[src/rtl/trng_ctrl.sv]
// trng_ctrl: warm-up, sampling, word packing and repetition-count
// health test in front of trng_core, with a valid/ready word port.
module trng_ctrl #(
  parameter int WORD_W     = 32,
  parameter int WARMUP_CYC = 64,
  parameter int RCT_LIMIT  = 16,
  parameter int SAMPLE_DIV = 1
) (
  input  logic              clk,
  input  logic              rst,
  input  logic              start,
  input  logic              stop,
  input  logic              clear_fail,
  output logic              trng_en,
  input  logic              rnd_bit,
  output logic [WORD_W-1:0] data_out,
  output logic              data_valid,
  input  logic              data_ready,
  output logic              busy,
  output logic              health_fail
);

  localparam int WW = $clog2(WARMUP_CYC + 1);
  localparam int BW = $clog2(WORD_W + 1);
  localparam int RW = $clog2(RCT_LIMIT + 1);
  localparam int DW = $clog2(SAMPLE_DIV + 1);

  typedef enum logic [2:0] {
    IDLE, WARMUP, COLLECT, HOLD, FAIL
  } state_t;

  state_t            state_q, state_d;
  logic [WW-1:0]     warm_q, warm_d;
  logic [BW-1:0]     bit_q, bit_d;
  logic [RW-1:0]     run_q, run_d;
  logic [DW-1:0]     div_q, div_d;
  logic              last_q, last_d;
  logic [WORD_W-2:0] part_q, part_d;
  logic [WORD_W-1:0] out_q, out_d;
  logic              valid_q, valid_d;
  logic              stop_seen_q, stop_seen_d;
  logic              en_q, en_d;
  logic              busy_q, busy_d;
  logic              fail_q, fail_d;

  logic [WORD_W-1:0] word_nxt;
  logic [RW-1:0]     run_nxt;
  logic              smp;

  always_comb begin
    state_d     = state_q;
    warm_d      = warm_q;
    bit_d       = bit_q;
    run_d       = run_q;
    div_d       = div_q;
    last_d      = last_q;
    part_d      = part_q;
    out_d       = out_q;
    valid_d     = valid_q;
    stop_seen_d = stop_seen_q;
    word_nxt    = {part_q, rnd_bit};
    run_nxt     = (rnd_bit == last_q && run_q != '0)
                ? run_q + RW'(1) : RW'(1);
    smp         = (div_q == DW'(SAMPLE_DIV - 1));

    unique case (state_q)
      IDLE: begin
        if (start && !stop) begin
          state_d = WARMUP;
          warm_d  = '0;
          bit_d   = '0;
          div_d   = '0;
          run_d   = '0;
          last_d  = 1'b0;
          part_d  = '0;
        end
      end
      WARMUP: begin
        if (stop) begin
          state_d = IDLE;
        end else if (warm_q == WW'(WARMUP_CYC - 1)) begin
          state_d = COLLECT;
        end else begin
          warm_d = warm_q + WW'(1);
        end
      end
      COLLECT: begin
        if (stop) begin
          state_d = IDLE;
        end else if (smp) begin
          div_d  = '0;
          part_d = word_nxt[WORD_W-2:0];
          run_d  = run_nxt;
          last_d = rnd_bit;
          bit_d  = bit_q + BW'(1);
          if (run_nxt == RW'(RCT_LIMIT)) begin
            state_d = FAIL;
          end else if (bit_q == BW'(WORD_W - 1)) begin
            state_d     = HOLD;
            out_d       = word_nxt;
            valid_d     = 1'b1;
            stop_seen_d = 1'b0;
          end
        end else begin
          div_d = div_q + DW'(1);
        end
      end
      HOLD: begin
        if (valid_q && data_ready) begin
          valid_d = 1'b0;
          bit_d   = '0;
          div_d   = '0;
          state_d = (stop_seen_q || stop) ? IDLE : COLLECT;
        end else if (stop) begin
          stop_seen_d = 1'b1;
        end
      end
      FAIL: begin
        if (clear_fail) state_d = IDLE;
      end
      default: state_d = IDLE;
    endcase

    en_d   = (state_d == WARMUP) || (state_d == COLLECT)
          || (state_d == HOLD);
    busy_d = en_d;
    fail_d = (state_d == FAIL);
  end

  always_ff @(posedge clk or negedge rst) begin
    if (!rst) begin
      state_q     <= IDLE;
      warm_q      <= '0;
      bit_q       <= '0;
      run_q       <= '0;
      div_q       <= '0;
      last_q      <= 1'b0;
      part_q      <= '0;
      out_q       <= '0;
      valid_q     <= 1'b0;
      stop_seen_q <= 1'b0;
      en_q        <= 1'b0;
      busy_q      <= 1'b0;
      fail_q      <= 1'b0;
    end else begin
      state_q     <= state_d;
      warm_q      <= warm_d;
      bit_q       <= bit_d;
      run_q       <= run_d;
      div_q       <= div_d;
      last_q      <= last_d;
      part_q      <= part_d;
      out_q       <= out_d;
      valid_q     <= valid_d;
      stop_seen_q <= stop_seen_d;
      en_q        <= en_d;
      busy_q      <= busy_d;
      fail_q      <= fail_d;
    end
  end

  assign trng_en     = en_q;
  assign data_out    = out_q;
  assign data_valid  = valid_q;
  assign busy        = busy_q;
  assign health_fail = fail_q;

endmodule
[config.mk]
export PLATFORM = sky130hd
export DESIGN_NAME = trng_ctrl
export DESIGN_NICKNAME = d
export VERILOG_FILES = /design/src/rtl/trng_ctrl.sv
export SDC_FILE = /design/constraint.sdc
export NUM_CORES = 1
export LEC_CHECK = 0
export CORE_ASPECT_RATIO = 1.2
export CORE_MARGIN = 2
export CORE_UTILIZATION = 39
export DETAILED_ROUTE_END_ITERATION = 10
export GPL_ROUTABILITY_DRIVEN = 0
export HOLD_SLACK_MARGIN = 0.02
export MAX_ROUTING_LAYER = met4
export SLEW_MARGIN = 10
export SYNTH_ARGS = -nofsm -noshare
export SYNTH_HDL_FRONTEND = slang
export SYNTH_SLANG_ARGS = --single-unit
[constraint.sdc]
create_clock -name clk -period 2.4 [get_ports clk]
set_clock_uncertainty 0.1 [all_clocks]
set_input_delay 0.24 -clock clk [delete_from_list [all_inputs] [get_ports clk]]
set_output_delay 0.24 -clock clk [all_outputs]
set_load 0.1 [all_outputs]
Word-level counts from Yosys, hierarchy flattened
Cells that the tools add are included.
W data, S select, Z words.
Cells by class
  reduce and logical (&&, ||, !) cells: 20
  eq/ne operators: 22
  $add $sub $neg: 4
  bitwise operators: 3
  mux-type cells: 49
  magnitude comparators: 0
  shifts and indexed selects: 0
  $mul: 0
  div/mod/pow operators: 0
Operators by type and width (count)
  $mux W31: 3
  $pmux W31 S2: 1
  $mux W3: 9
  $mux W6: 4
  $mux W7: 3
  $mux W5: 4
  $ne A2 B2 Y1 const B: 10
  $pmux W6 S3: 1
  $mux W1: 16
  $pmux W3 S5: 1
  $pmux W7 S2: 1
  $eq A3 B2 Y1 const B: 4
  $reduce_and A4 Y1: 3
  $pmux W5 S2: 1
  $reduce_and A5 Y1: 2
  $add A7 B1 Y7 const B: 1
  $eq A7 B6 Y1 const B: 1
  $reduce_and A7 Y1: 1
  $add A6 B1 Y6 const B: 1
  $eq A3 B1 Y1 const B: 2
  $eq A3 B3 Y1 const B: 2
  $eq A6 B5 Y1 const B: 1
  $pmux W1 S2: 3
  $reduce_and A6 Y1: 1
  other kinds (14): 22
Word-level totals
  register bits: 90
  memories kept: 0
  output and inout bits: 36
  memory bits (writable): 0
  latch bits: 0
  word-level logic and storage cells: 110
  input bits: 7
  ROM bits: 0

Depth between registers and ports, before layout
Gate-level depths: netlist (run 1).
  word-level depth: 11
  gate-level depth with buffers: 7

Worst setup path before layout (run 1)
Ideal clock, no wire load.
  path type: register to register
  from: register run_q[0]
  to: register out_q[10] (netlist: data_out[10])
  arrival time: 1919 ps
  clock period less this slack: 2145 ps
  path slack: 255 ps
  cell stages (with the launch flop): 8
  cell sequence: dfrtp_1 -> inv_1 -> ha_1 -> and2b_2 -> nand4_2 -> o211ai_4 -> buf_6 -> mux2_4
Between the ends
  cells in the longest elaborated chain, start to end: 6
  elaborated cells between the ends (all ways): 7
  those cells by class: add/sub (1); eq/ne (1); mux (1); bitwise (1); reduce/logical (3)
RTL lines
  from (decl): line 35  | logic [RW-1:0] run_q, run_d;
  from (signal assigned): line 149  | run_q <= run_d;
  branches (longest 2 deep; another with $add A5 B1 Y5)
  $mux W5 (*): line 63  | ? run_q + RW'(1) : RW'(1);
  $eq A5 B5 Y1 (*): line 96  | if (run_nxt == RW'(RCT_LIMIT)) begin
  $not A1 Y1 (no line) (*)
  $reduce_and A5 Y1 (no line) (*)
  to (signal assigned): line 153  | out_q <= out_d;
  to (decl): line 39  | logic [WORD_W-1:0] out_q, out_d;
Mark *: on every way between the ends.
A chain may end at the register's enable or synchronous reset.

Worst setup path in the final report (run 1)
  from: register run_q[0]
  to: register out_q[31] (netlist: data_out[31])
The elaborated chain is that of the path after synthesis.

==> impl_metrics.tcl, run 1 <==
set metrics [dict create \
    outcome "finished, final reports clean" \
    antenna_found_initial 0 \
    area_delta_synth_final_pct 21.87 \
    grt_pass1_vias 2323 \
    clk_pin_slew_ns 0.07 \
    crit_chain "inv_1, ha_1, and2b_2, nand4_2, o211ai_4, buf_12, mux2_2" \
    grt_start_max_net_pins 55 \
    insertion_delay_ns 0.34 \
    cts_root_buf "clkbuf_16" \
    regToRegEndpoint "data_out[31]" \
    fmax_ghz 0.4394 \
    hold_viol 0 \
    critPathArrivalTime_ns 2.39 \
    worst_pin_slew_ns 0.6884 \
    slowest_stage "dfrtp_1" \
    crit_family "flip-flops" \
    synth.cell_area_sq_um 3776 \
    io_pins 43 \
    path_buf_inv 2 \
    startpoint_type "flop" \
    htreeDepth 3 \
    dieArea_sq_um 10490 \
    vias_per_cell 5.259 \
    post-place-ws_ns 0.09078 \
    drc 0 \
    antenna_cells 0 \
    hold_class "in2async" \
    grt-ovfl-total 0 \
    vdd_ir_drop_max_mv 0.3344 \
    drv_slew 0 \
    rows 39 \
    p_leak_nw 2.287 \
    mostFrequentLayoutCells "dfrtp_1 (88), buf_4 (40), a22o_1 (36)" \
    num_vias 2372 \
    synth.avg_cell_area_sq_um 13.63 \
    synthesis.nets 288 \
    maxCapViolCount 0 \
    dr.first_iter.drc_count 66 \
    grt_setup_unrepaired "no" \
    finalWorstPathRequiredPeriod_ns 2.276 \
    ff2ff_path_depth 7 \
    setup_slack_ns 0.1244 \
    grt.total_usage_pct 14.31 \
    register_area_sq_um 2202 \
    synthFlopType "dfrtp_1" \
    core_sq_um 9467 \
    synth_edf_count 0 \
    numPortBuffers 42 \
    clock_path_buffers 2 \
    fin_util_pct 48.61 \
    synth_cells 277 \
    post-route-period-util_pct 94.82 \
    setup_violations 0 \
    total_power_mw 3.119 \
    fill_cells 843 \
    die_w_microns 93.83 \
    worstSetupEndpointType "flop" \
    ys_seq_area_share_pct 58.32 \
    slew_headroom_pct 53.83 \
    drive_gt1_share_pct 32.32 \
    crit_type "reg2reg" \
    cts_buffers 9 \
    routedWlPerCell_microns 15.06 \
    totalWireLength_microns 6791 \
    fin_area_sq_um 4602 \
    grt_pass1_wl_microns 11620 \
    cts_tree "done" \
    ys_ff_latch 88 \
    placed_area_sq_um 4273 \
    p_per_area_nw_per_um2 677.7 \
    postCtsSetupBuffers 0 \
    start_util_pct 39.89 \
    r2r_slack_ns 0.12 \
    multi_input_area_sq_um 1473 \
    required_ns 2.52 \
    async_flop_share_pct 100.0 \
    drt-pass1-iter-count 4 \
    ant_nets 0 \
    critPathMaxStageDelay_ns 0.45 \
    layout_commonest_cell "dfrtp_1" \
    dieHeight_microns 111.8 \
    layout.nets 334 \
    ys_warn_count 0 \
    yosysUniqueCellTypes 47 \
    r2r_start "run_q[0]" \
    tns_ns 0 \
    clkSinkCount 88 \
    cp_max_fo 21 \
    dp_hpwl_microns 4461 \
]
power by group:
part	switching, mW	leakage, nW	total [mW]	internal [mW]
logic	0.104	0.916	0.149	0.0450
registers	0.0204	1.22	1.52	1.50
clock network	0.600	0.151	1.45	0.850
total	0.725	2.29	3.12	2.39
worst register-to-register path: stages (launching register included):
cell and delay [ns]:
dfrtp_1 0.45, inv_1 0.07, ha_1 0.30, and2b_2 0.22, nand4_2 0.16, o211ai_4 0.29
buf_12 0.24, mux2_2 0.35
timing repair:
item                       in CTS  in global routing
resized for setup               0                  1
hold buffers                    1                  0
setup endpoints to repair       0                  5
hold endpoints to repair       53                  0
sequential cells by signal, summed over array words and instances (netlist names), 3 cells and up:
signal,flops
bit_q,6
data_out,32
part_q,31
run_q,5
state_q,3
warm_q,7
synth_stat cells (2+ instances only):
master	instances	area share, %
nor3_1	3	0.40
clkbuf_1	4	0.40
o211ai_1	3	0.60
o31ai_1	2	0.40
dfrtp_1	88	58
nand2_1	12	1.2
or3_1	2	0.33
mux2i_1	3	0.80
inv_1	5	0.50
buf_2	4	0.53
and3b_1	2	0.46
xnor2_1	3	0.70
nand3_1	8	1.1
a21oi_1	6	0.80
buf_1	3	0.30
ha_1	4	1.3
nor2_1	10	0.99
buf_6	3	0.89
or2_2	2	0.33
mux2_2	4	1.2
mux2_4	28	11
a22o_1	36	8.3
nand4_1	3	0.50
and2b_2	2	0.46
a21o_1	2	0.40
and3_1	4	0.66
o21ai_0	11	1.5
through the flow:
| step | hold WS, ns | std cells |
|---|---|---|
| 2_1_floorplan | -0.1556 | 277 |
| 3_3_place_gp | 0.2310 | 434 |
| 3_5_place_dp | 0.2281 | 434 |
| 4_1_cts | 0.3963 | 451 |
| 5_1_grt | 0.4064 | 451 |
| 6_report | 0.3843 | 451 |
metal layers:
layer,GRT usage [%],up-vias,share of wire (%)
met4,5.700,0,1.9
met2,18.95,47,44
li1,-,1129,-
met1,21.30,1182,51
met5,-,-,0
met3,3.112,14,3.6
logic make-up after synthesis:
kind of cell               synth area share (%)
DFF                                       58.32
AOI/OAI and AO/OA                         14.38
and+or+nand+nor                           9.344
muxes                                     13.12
buffers and inverters                     2.816
adders and majority gates                 1.325
xor gates and xnor gates                 0.6960
cell type report:
class / instances / share of cell area, %
clock buffers: 10 / 5.193
flip-flops and latches: 88 / 47.85
inverters: 5 / 0.4078
well taps: 123 / 3.344
clock inverters: 6 / 1.631
repair buffers: 50 / 9.570
multi-input cells: 169 / 32.00
worst max path at each step:
| stage | from | end | slack [ns] | depth (start not counted) |
|---|---|---|---|---|
| 2_1_floorplan | run_q[0] | data_out[10] | 0.26 | 7 |
| 3_3_place_gp | rnd_bit | data_out[31] | 0.14 | 6 |
| 3_5_place_dp | rnd_bit | data_out[2] | 0.09 | 6 |
| 4_1_cts | warm_q[0] | state_q[0] | 0.1 | 4 |
| 5_1_grt | run_q[0] | data_out[31] | 0.02 | 7 |
| 6_report | run_q[0] | data_out[31] | 0.12 | 7 |
Note: power is estimated with default switching activity, not from simulation.
==> run 2, diff against run 1 <==
--- a/config.mk
+++ b/config.mk
@@ -5,9 +5,11 @@
 export SDC_FILE = /design/constraint.sdc
 export NUM_CORES = 1
 export LEC_CHECK = 0
+export ABC_AREA = 0
 export CORE_ASPECT_RATIO = 1.2
 export CORE_MARGIN = 2
 export CORE_UTILIZATION = 39
+export CTS_CLUSTER_DIAMETER = 50
 export DETAILED_ROUTE_END_ITERATION = 10
 export GPL_ROUTABILITY_DRIVEN = 0
 export HOLD_SLACK_MARGIN = 0.02
==> results of run 2 <==
Same layout as run 1: the final DEF is identical, and so are final timing and power.
==> run 3, diff against run 2 <==
--- a/config.mk
+++ b/config.mk
@@ -9,10 +9,10 @@
 export CORE_ASPECT_RATIO = 1.2
 export CORE_MARGIN = 2
 export CORE_UTILIZATION = 39
-export CTS_CLUSTER_DIAMETER = 50
+export CTS_CLUSTER_DIAMETER = 100
 export DETAILED_ROUTE_END_ITERATION = 10
 export GPL_ROUTABILITY_DRIVEN = 0
-export HOLD_SLACK_MARGIN = 0.02
+export HOLD_SLACK_MARGIN = 0.03
 export MAX_ROUTING_LAYER = met4
 export SLEW_MARGIN = 10
 export SYNTH_ARGS = -nofsm -noshare
==> results of run 3 <==
Same layout as run 1: the final DEF is identical, and so are final timing and power.
